### src/rtl/irq_ctrl_pkg.sv
// -----------------------------------------------------------------------------
// irq_ctrl_pkg
//   Shared definitions for the interrupt controller.
//   - irq_state_t : handshake FSM states (IDLE -> REQ -> ACTIVE -> IDLE)
//   - IRQ_TIMER / IRQ_EBREAK / IRQ_BUSERROR : reserved channel numbers
//   - NUM_RESERVED : count of reserved low channels (their irq_in bits unused)
// -----------------------------------------------------------------------------
package irq_ctrl_pkg;

  typedef enum logic [1:0] {
    ST_IDLE   = 2'd0,
    ST_REQ    = 2'd1,
    ST_ACTIVE = 2'd2
  } irq_state_t;

  localparam int IRQ_TIMER    = 0;
  localparam int IRQ_EBREAK   = 1;
  localparam int IRQ_BUSERROR = 2;
  localparam int NUM_RESERVED = 3;

endpackage

### src/rtl/irq_prio_enc.sv
// -----------------------------------------------------------------------------
// irq_prio_enc
//   Combinational lowest-index-first priority encoder.
//   Ports:
//     i_req   [NUM_IRQ] : request vector
//     o_valid           : at least one request bit set
//     o_idx   [ID_W]    : index of the lowest set bit (0 when none set)
// -----------------------------------------------------------------------------
module irq_prio_enc #(
  parameter int NUM_IRQ = 32,
  parameter int ID_W    = $clog2(NUM_IRQ)
) (
  input  logic [NUM_IRQ-1:0] i_req,
  output logic               o_valid,
  output logic [ID_W-1:0]    o_idx
);

  logic [ID_W-1:0] w_idx;

  // Scan from the top down so the last hit (lowest index) wins.
  always_comb begin
    w_idx = '0;
    for (int i = NUM_IRQ - 1; i >= 0; i--) begin
      if (i_req[i]) begin
        w_idx = ID_W'(i);
      end
    end
  end

  assign o_valid = |i_req;
  assign o_idx   = w_idx;

endmodule

### src/rtl/irq_ctrl.sv
// -----------------------------------------------------------------------------
// irq_ctrl
//   Parametrised interrupt controller with a req/ack/done handshake to the core.
//   Channel 0 = countdown timer, 1 = ebreak, 2 = bus error; channels 3.. come
//   from irq_in and are edge or level sensitive per LEVEL_MODE.
//   Ports:
//     clk, rst                 : clock, synchronous active-high reset
//     irq_in                   : external lines (bits 0..2 ignored)
//     irq_ebreak, irq_buserror : one-cycle pulses setting pending[1] / [2]
//     mask_we, mask_wdata      : mask register write (1 = disabled)
//     timer_we, timer_wdata    : timer load (0 cancels without firing)
//     irq_req, irq_id          : request and id presented to the core
//     irq_ack, irq_done        : core accepts request / returns from handler
//     irq_active               : handler in progress
//     irq_mask, irq_pending    : current mask / pending state
//     eoi                      : one-hot of the channel being serviced
//     timer                    : current timer value
// -----------------------------------------------------------------------------
module irq_ctrl
  import irq_ctrl_pkg::*;
#(
  parameter int                 NUM_IRQ     = 32,
  parameter int                 TIMER_WIDTH = 32,
  parameter logic [NUM_IRQ-1:0] LEVEL_MODE  = '0,
  parameter int                 ID_W        = $clog2(NUM_IRQ)
) (
  input  logic                   clk,
  input  logic                   rst,
  input  logic [NUM_IRQ-1:0]     irq_in,
  input  logic                   irq_ebreak,
  input  logic                   irq_buserror,
  input  logic                   mask_we,
  input  logic [NUM_IRQ-1:0]     mask_wdata,
  input  logic                   timer_we,
  input  logic [TIMER_WIDTH-1:0] timer_wdata,
  output logic                   irq_req,
  output logic [ID_W-1:0]        irq_id,
  input  logic                   irq_ack,
  input  logic                   irq_done,
  output logic                   irq_active,
  output logic [NUM_IRQ-1:0]     irq_mask,
  output logic [NUM_IRQ-1:0]     irq_pending,
  output logic [NUM_IRQ-1:0]     eoi,
  output logic [TIMER_WIDTH-1:0] timer
);

  // Reserved channels never take irq_in and are always edge (sticky) channels.
  localparam logic [NUM_IRQ-1:0] RSVD_BITS = NUM_IRQ'((1 << NUM_RESERVED) - 1);
  localparam logic [NUM_IRQ-1:0] LEVEL_EFF = LEVEL_MODE & ~RSVD_BITS;

  irq_state_t               r_state;
  logic                     r_req;
  logic [ID_W-1:0]          r_id;
  logic                     r_active;
  logic [NUM_IRQ-1:0]       r_eoi;
  logic [NUM_IRQ-1:0]       r_mask;
  logic [NUM_IRQ-1:0]       r_pending;
  logic [NUM_IRQ-1:0]       r_irq_prev;
  logic [TIMER_WIDTH-1:0]   r_timer;

  logic [NUM_IRQ-1:0]       w_irq_ext;
  logic [NUM_IRQ-1:0]       w_rise;
  logic [NUM_IRQ-1:0]       w_int_set;
  logic [NUM_IRQ-1:0]       w_set;
  logic [NUM_IRQ-1:0]       w_clr;
  logic [NUM_IRQ-1:0]       w_pending_next;
  logic [NUM_IRQ-1:0]       w_eligible;
  logic [NUM_IRQ-1:0]       w_id_onehot;
  logic                     w_timer_fire;
  logic                     w_enc_valid;
  logic [ID_W-1:0]          w_enc_idx;
  logic                     w_accept;

  // External lines with the reserved positions forced low.
  assign w_irq_ext = irq_in & ~RSVD_BITS;
  assign w_rise    = w_irq_ext & ~r_irq_prev;

  // A load in the same cycle as 1 -> 0 replaces the expiry, so no fire.
  assign w_timer_fire = ~timer_we & (r_timer == TIMER_WIDTH'(1));

  always_comb begin
    w_int_set               = '0;
    w_int_set[IRQ_TIMER]    = w_timer_fire;
    w_int_set[IRQ_EBREAK]   = irq_ebreak;
    w_int_set[IRQ_BUSERROR] = irq_buserror;
  end

  assign w_set       = w_rise | w_int_set;
  assign w_id_onehot = NUM_IRQ'(1) << r_id;
  assign w_accept    = (r_state == ST_REQ) && irq_ack;
  assign w_clr       = w_accept ? (w_id_onehot & ~LEVEL_EFF) : '0;

  // Edge channels: sticky, set beats clear. Level channels: mirror the line.
  assign w_pending_next = (LEVEL_EFF & w_irq_ext)
                        | (~LEVEL_EFF & ((r_pending & ~w_clr) | w_set));

  assign w_eligible = r_pending & ~r_mask;

  irq_prio_enc #(
    .NUM_IRQ (NUM_IRQ),
    .ID_W    (ID_W)
  ) u_prio_enc (
    .i_req   (w_eligible),
    .o_valid (w_enc_valid),
    .o_idx   (w_enc_idx)
  );

  // Pending, mask, edge history and timer.
  always_ff @(posedge clk) begin
    if (rst) begin
      r_pending  <= '0;
      r_mask     <= '1;
      r_irq_prev <= '0;
      r_timer    <= '0;
    end else begin
      r_pending  <= w_pending_next;
      r_irq_prev <= w_irq_ext;
      if (mask_we) begin
        r_mask <= mask_wdata;
      end
      if (timer_we) begin
        r_timer <= timer_wdata;
      end else if (r_timer != '0) begin
        r_timer <= r_timer - TIMER_WIDTH'(1);
      end
    end
  end

  // Handshake FSM. irq_id is latched on entry to REQ and held until the
  // next request, so mask/pending changes cannot disturb a presented request.
  always_ff @(posedge clk) begin
    if (rst) begin
      r_state  <= ST_IDLE;
      r_req    <= 1'b0;
      r_id     <= '0;
      r_active <= 1'b0;
      r_eoi    <= '0;
    end else begin
      case (r_state)
        ST_IDLE: begin
          if (w_enc_valid) begin
            r_state <= ST_REQ;
            r_req   <= 1'b1;
            r_id    <= w_enc_idx;
          end
        end
        ST_REQ: begin
          if (irq_ack) begin
            r_state  <= ST_ACTIVE;
            r_req    <= 1'b0;
            r_active <= 1'b1;
            r_eoi    <= w_id_onehot;
          end
        end
        ST_ACTIVE: begin
          if (irq_done) begin
            r_state  <= ST_IDLE;
            r_active <= 1'b0;
            r_eoi    <= '0;
          end
        end
        default: begin
          r_state <= ST_IDLE;
        end
      endcase
    end
  end

  assign irq_req     = r_req;
  assign irq_id      = r_id;
  assign irq_active  = r_active;
  assign irq_mask    = r_mask;
  assign irq_pending = r_pending;
  assign eoi         = r_eoi;
  assign timer       = r_timer;

endmodule

### config.mk
export PLATFORM = sky130hd
export DESIGN_NAME = irq_ctrl
export DESIGN_NICKNAME = d
export VERILOG_FILES = /design/src/rtl/irq_ctrl_pkg.sv /design/src/rtl/irq_prio_enc.sv /design/src/rtl/irq_ctrl.sv
export SDC_FILE = /design/constraint.sdc
export NUM_CORES = 1
export LEC_CHECK = 0
export CORE_ASPECT_RATIO = 0.6
export CORE_UTILIZATION = 45
export CTS_CLUSTER_DIAMETER = 200
export DETAILED_ROUTE_END_ITERATION = 16
export PLACE_DENSITY_LB_ADDON = 0.12
export SLEW_MARGIN = 0
export SYNTH_ARGS = -nofsm -noshare
export SYNTH_HDL_FRONTEND = slang
export SYNTH_SLANG_ARGS = --single-unit
### constraint.sdc
create_clock -name clk -period 4.1 [get_ports clk]
set_input_delay 0.82 -clock clk [delete_from_list [all_inputs] [get_ports clk]]
set_output_delay 0.82 -clock clk [all_outputs]
set_load 0.05 [all_outputs]
Yosys cells after proc, flatten, opt, wreduce, memory -nomap -nowiden
Index checks and enable logic that the tools add are counted.
- bits of input ports: 104
- register bits: 169
- word-level logic and storage cells: 87
- output and inout port bits: 135
- reduce and logical (&&, ||, !) cells: 11
- shift-type cells: 1
- bitwise logic cells: 10
- muxes and demuxes: 48
- equal/unequal tests: 6
- add/subtract/negate cells: 1
- operators by type and width (operator ; number):
    two-way mux 32 bit ; 5
    two-way mux 5 bit ; 32
    AND 32 bit ; 3
    inverter 32 bit ; 3
    one-hot mux 32 bit (2 select lines) ; 1
    equality test 32 x 1 -> 1 bit, second input constant ; 1
    bitwise OR 32 x 3 -> 32 bit ; 1
    bitwise OR 32 bit ; 1
    nonzero test 32 bit ; 1
    OR reduction 32 bit ; 1
    left shift 1 x 5 -> 32 bit, first input constant ; 1
    subtractor 32 x 1 -> 32 bit, second input constant ; 1
    AND reduction 3 bit ; 3
    two-way mux 2 bit ; 3
    one-hot mux 2 bit (3 select lines) ; 1
    nonzero test 2 bit ; 3
    two-way mux 1 bit ; 4
    inequality test 2 bit, second input constant ; 2
    one-hot mux 1 bit (2 select lines) ; 2
    equality test 2 x 1 -> 1 bit, second input constant ; 1
    equality test 2 bit, second input constant ; 1
    logical NOT 2 bit ; 1
    inequality test 2 x 1 -> 1 bit, second input constant ; 1
    AND reduction 2 bit ; 1
    other kinds (3) ; 3

Logic depth before layout (Yosys ltp)
- word-level depth: 34
- mapped depth: 8
- mapped depth without buffers: 7

Hierarchy
Synthesis repeated with hierarchy kept, for this count alone.
- cell total of the unflattened synthesis: 801
- area total of the unflattened synthesis: 7105.6 um^2
- modules (own cells, without submodules) (module ; cells an instance ; area each (um^2) ; instances ; seq. area each (um^2)):
    irq_ctrl ; 736 ; 6720.2 ; 1 ; 3323.2
    irq_prio_enc ; 65 ; 385.4 ; 1 ; 0.0

Least setup slack after synthesis
OpenSTA, ideal clock, no wires.
- path type: register -> register
- start point: register r_mask[3] (netlist: irq_mask[3])
- end point: register r_id[0] (netlist: irq_id[0])
- required time: 3.983 ns
- library setup time: 0.117 ns
- cell stages (with the launch flop): 7
- period minus slack after synthesis: 2.496 ns
- path slack: 1.604 ns
- arrival time: 2.379 ns
- path through: dfxtp_1 nor2b_1 or4_4 or4_4 o21ai_4 nor4b_1 a32o_1
- word-level cells in the longest chain between the ends: 6
- elaborated cells between the ends (all ways): 8
- RTL lines (item ; RTL line ; text):
    from (decl) ; irq_ctrl.sv:56 ; logic [NUM_IRQ-1:0] r_mask;
    from (signal assigned) ; irq_ctrl.sv:119 ; r_mask <= mask_wdata;
    inverter 32 bit * ; irq_ctrl.sv:97 ; assign w_eligible = r_pending & ~r_mask;
    AND 32 bit * ; irq_ctrl.sv:97 ;
    two-way mux 5 bit (4 in series) ; irq_prio_enc.sv:24 ; if (i_req[i]) begin
    to (signal assigned) ; irq_ctrl.sv:144 ; r_id <= w_enc_idx;
    to (decl) ; irq_ctrl.sv:53 ; logic [ID_W-1:0] r_id;
Mark *: on every way between the ends. The rest lies on a longest branch, timed or not.
A chain may end at the register's enable or synchronous reset.

Worst setup path after layout
- start point: register r_timer[26] (netlist: timer[26])
- end point: output port timer[26]
- RTL lines (item ; RTL line ; text):
    from (decl) ; irq_ctrl.sv:59 ; logic [TIMER_WIDTH-1:0] r_timer;
    from (signal assigned) ; irq_ctrl.sv:122 ; r_timer <= timer_wdata;
    from (signal assigned) ; irq_ctrl.sv:124 ; r_timer <= r_timer - TIMER_WIDTH'(1);
    to (decl) ; irq_ctrl.sv:44 ; output logic [TIMER_WIDTH-1:0] timer
No word-level cell between the ends.

==> metrics.yaml <==
synth:
  netlist_instances: 800
  yosys.area_share.simple: 0.270
  yosysSeqAreaShare: 0.475
  synthTopCellsByArea: "dfxtp_1, a21oi_1, nor2_1, mux2i_1, nor2b_1"
  synth-compound-area-share: 0.154
  synth_nets: 906
  async_reset_ff_frac: 0
  synthDistinctLibCells: 65
  synth_top_area_frac: 0.475
  yosys_warnings: 0
  synthAdderAreaFrac: 0.00358
  post-synth-top-count-cell: "dfxtp_1"
  synth_edf_count: 0
  synthTopCellsByCount: "dfxtp_1, nor2_1, a21oi_1, nand2_1, nor2b_1"
  synth_area_sq_um: 6990
  dominantRegCellSynth: "dfxtp_1"
  yosys.area.top_type: "dfxtp_1"
  synth_top_family_by_area: "simple AND/OR/NAND/NOR gates"
  synth_xor_xnor_area_share: 0.0213
  synth_area_per_cell_sq_um: 8.74
  synth-seq-cells: 166
  synth_mux_area_frac: 0.0501
power_and_ir_drop:
  p_int_uw: 2950
  share_comb_of_total_power: 0.236
  seqPwrFrac: 0.413
  p_leak_uw: 0.00387
  vdd_drop_max_v: 0.000265
  switching_share: 0.327
  power_density_nw_per_um2: 437
  switchingPower_uw: 1440
  clkPwrFrac: 0.351
worst_setup_path:
  slowest_delay_ns: 0.86
  crit_required_ns: 3.28
  slowest_stage: "clkdlybuf4s50_1"
  crit_chain: "clkdlybuf4s50_1"
  worstPathArrival_ns: 1.76
  start_kind: "register"
  path_buf_inv: 1
  path_class: "register to output pin"
  path_delay_family: "buffers and inverters"
  cp-end-kind: "output pin"
  crit_fanout: 7
floorplanning:
  core_sq_um: 14800
  die_h_microns: 98.5
  die_x_microns: 163
  die-area_sq_um: 16100
  row_count: 34
  io_pins: 239
  initial_core_util: 0.472
drt:
  num_vias: 6539
  routedWlPerCell_microns: 17.7
  drtAntennaViolNets: 0
  routed_via_density: 5.28
  wirelength_microns: 21900
  drtPass1Iterations: 5
  drc_errors: 0
  drt_iter0_markers: 515
clocking:
  clk_latency_ns: 0.42
  ctsResizeCount: 0
  hold_buffers: 0
  clock-root-buffer: "clkbuf_16"
  cts_buffer_depth: 2
  path_clk_slew_ns: 0.07
  cts_made_buffers: 17
  htree_levels: 4
  clock-sinks: 166
  cts_tree: "done"
  cts_setup_buffers: 0
finish:
  syn2layout_area_growth_pct: 43.7
  final_cells: 1239
  final_net_count: 1134
  antenna_cells: 0
  post-route-util: 0.678
  fillers: 1283
  final_layout_size_suffix_gt1_frac: 0.0644
grt:
  grt_pass1_wl_microns: 33400
  grt_max_degree: 79
  grtUsageTotal: 0.273
  grt_pass1_vias: 5982
  grt_antenna_before_repair: 0
  grt-ovfl-total: 0
sta:
  final.setup_skew_ns: 0.0168
  timing_hold_violations_final: 0
  fin_setup_tns_ns: 0
  relSlewSlack: 0.329
  rsz0062_at_grt: "false"
  fin_crit_sh: 0.628
  max_clock_freq_ghz: 0.388
  tightestPinTransition_ns: 1.00
  finalSetupViolCount: 0
  drv_slew: 0
  post-route-min-period_ns: 2.58
worst_hold_path:
  hold_path_class: "register to register"
flow_run:
  max-cap-violations: 0
placement:
  dp_hpwl_microns: 16100
  gp_congestion: 0.899
  dp_cells: 1207
  portBuffers: 235
run_status:
  status: "finished, final reports clean"
cells by family (layout without fill, tap and decap cells):
kind of cell | count (synthesis) | in the layout
AOI/OAI and AO/OA | 182 | 182
buffers and inverters | 41 | 282
and+or+nand+nor | 357 | 357
DFF | 166 | 166
adders and majority gates | 2 | 2
muxes | 35 | 35
xor gates and xnor gates | 17 | 17
cell type report:
cell class	count	area, sq um	area share
flip-flops and latches	166	3320	0.331
repair buffers	241	2390	0.238
clock inverters	13	123	0.0122
inverters	9	33.8	0.00336
clock buffers	19	433	0.0431
multi-input cells	593	3490	0.348
well taps	198	248	0.0247
state kept, by name, summed over array words and instances, names as in the netlist:
register     count
eoi             32
irq_mask        32
irq_pending     32
timer           32
r_irq_prev      29
irq_id           5
r_state          2
irq_active       1
irq_req          1
cell usage in the layout (no fill, tap or decap), drive strengths merged, types with 4 or more instances in the layout:
cell / instances
clkdlybuf4s50: 233
dfxtp: 166
nor2: 99
a21oi: 86
nand2: 76
o21ai: 52
nor2b: 50
nand2b: 49
mux2i: 35
clkbuf: 19
nand3: 16
inv: 13
nand4: 10
a211oi: 10
nor4: 10
xor2: 9
or2: 9
or4: 9
xnor2: 8
or3: 8
o31ai: 8
buf: 8
nor3: 7
clkinv: 5
and3: 4
routing by layer:
| layer | routed length, microns | part of all wire | global-route usage | up-vias |
|---|---|---|---|---|
| li1 | - | - | - | 3236 |
| met1 | 11100 | 0.51 | 0.422 | 3050 |
| met2 | 8630 | 0.39 | 0.361 | 238 |
| met3 | 1960 | 0.090 | 0.0850 | 15 |
| met4 | 194 | 0.0088 | 0.0647 | 0 |
| met5 | 0 | 0 | 0 | - |
power by group through the flow:
stage                     combinational, uW  sequential [uW]  clock [uW]
after floorplan                         363             2120           0
after global placement                 1020             1840           0
after detailed placement               1030             1840           0
after CTS                              1030             1810        1560
after global routing                   1100             1830        1640
final                                  1040             1810        1540
final timing paths:
| check | start | endpoint | slack [ns] | cells past startpoint |
|---|---|---|---|---|
| worst max-delay path | timer[26] | timer[26] | 1.52 | 1 |
| worst min-delay path | eoi[2] | eoi[2] | 0.46 | 2 |
| worst max register to register | timer[0] | timer[31] | 1.55 | 6 |
| worst min register to register | eoi[2] | eoi[2] | 0.46 | 2 |
stage by stage:
stage,setup WS [ns],hold WS [ns],power (uW),cell area (sq um)
floorplan,1.60,0.467,2480,6990
global placement,1.31,0.447,2860,9490
detailed placement,1.23,0.447,2870,9490
CTS,1.51,0.463,4410,10000
global route,1.41,0.498,4560,10000
finish,1.52,0.458,4390,10000
No activity file was read; power rests on OpenSTA's default activity.
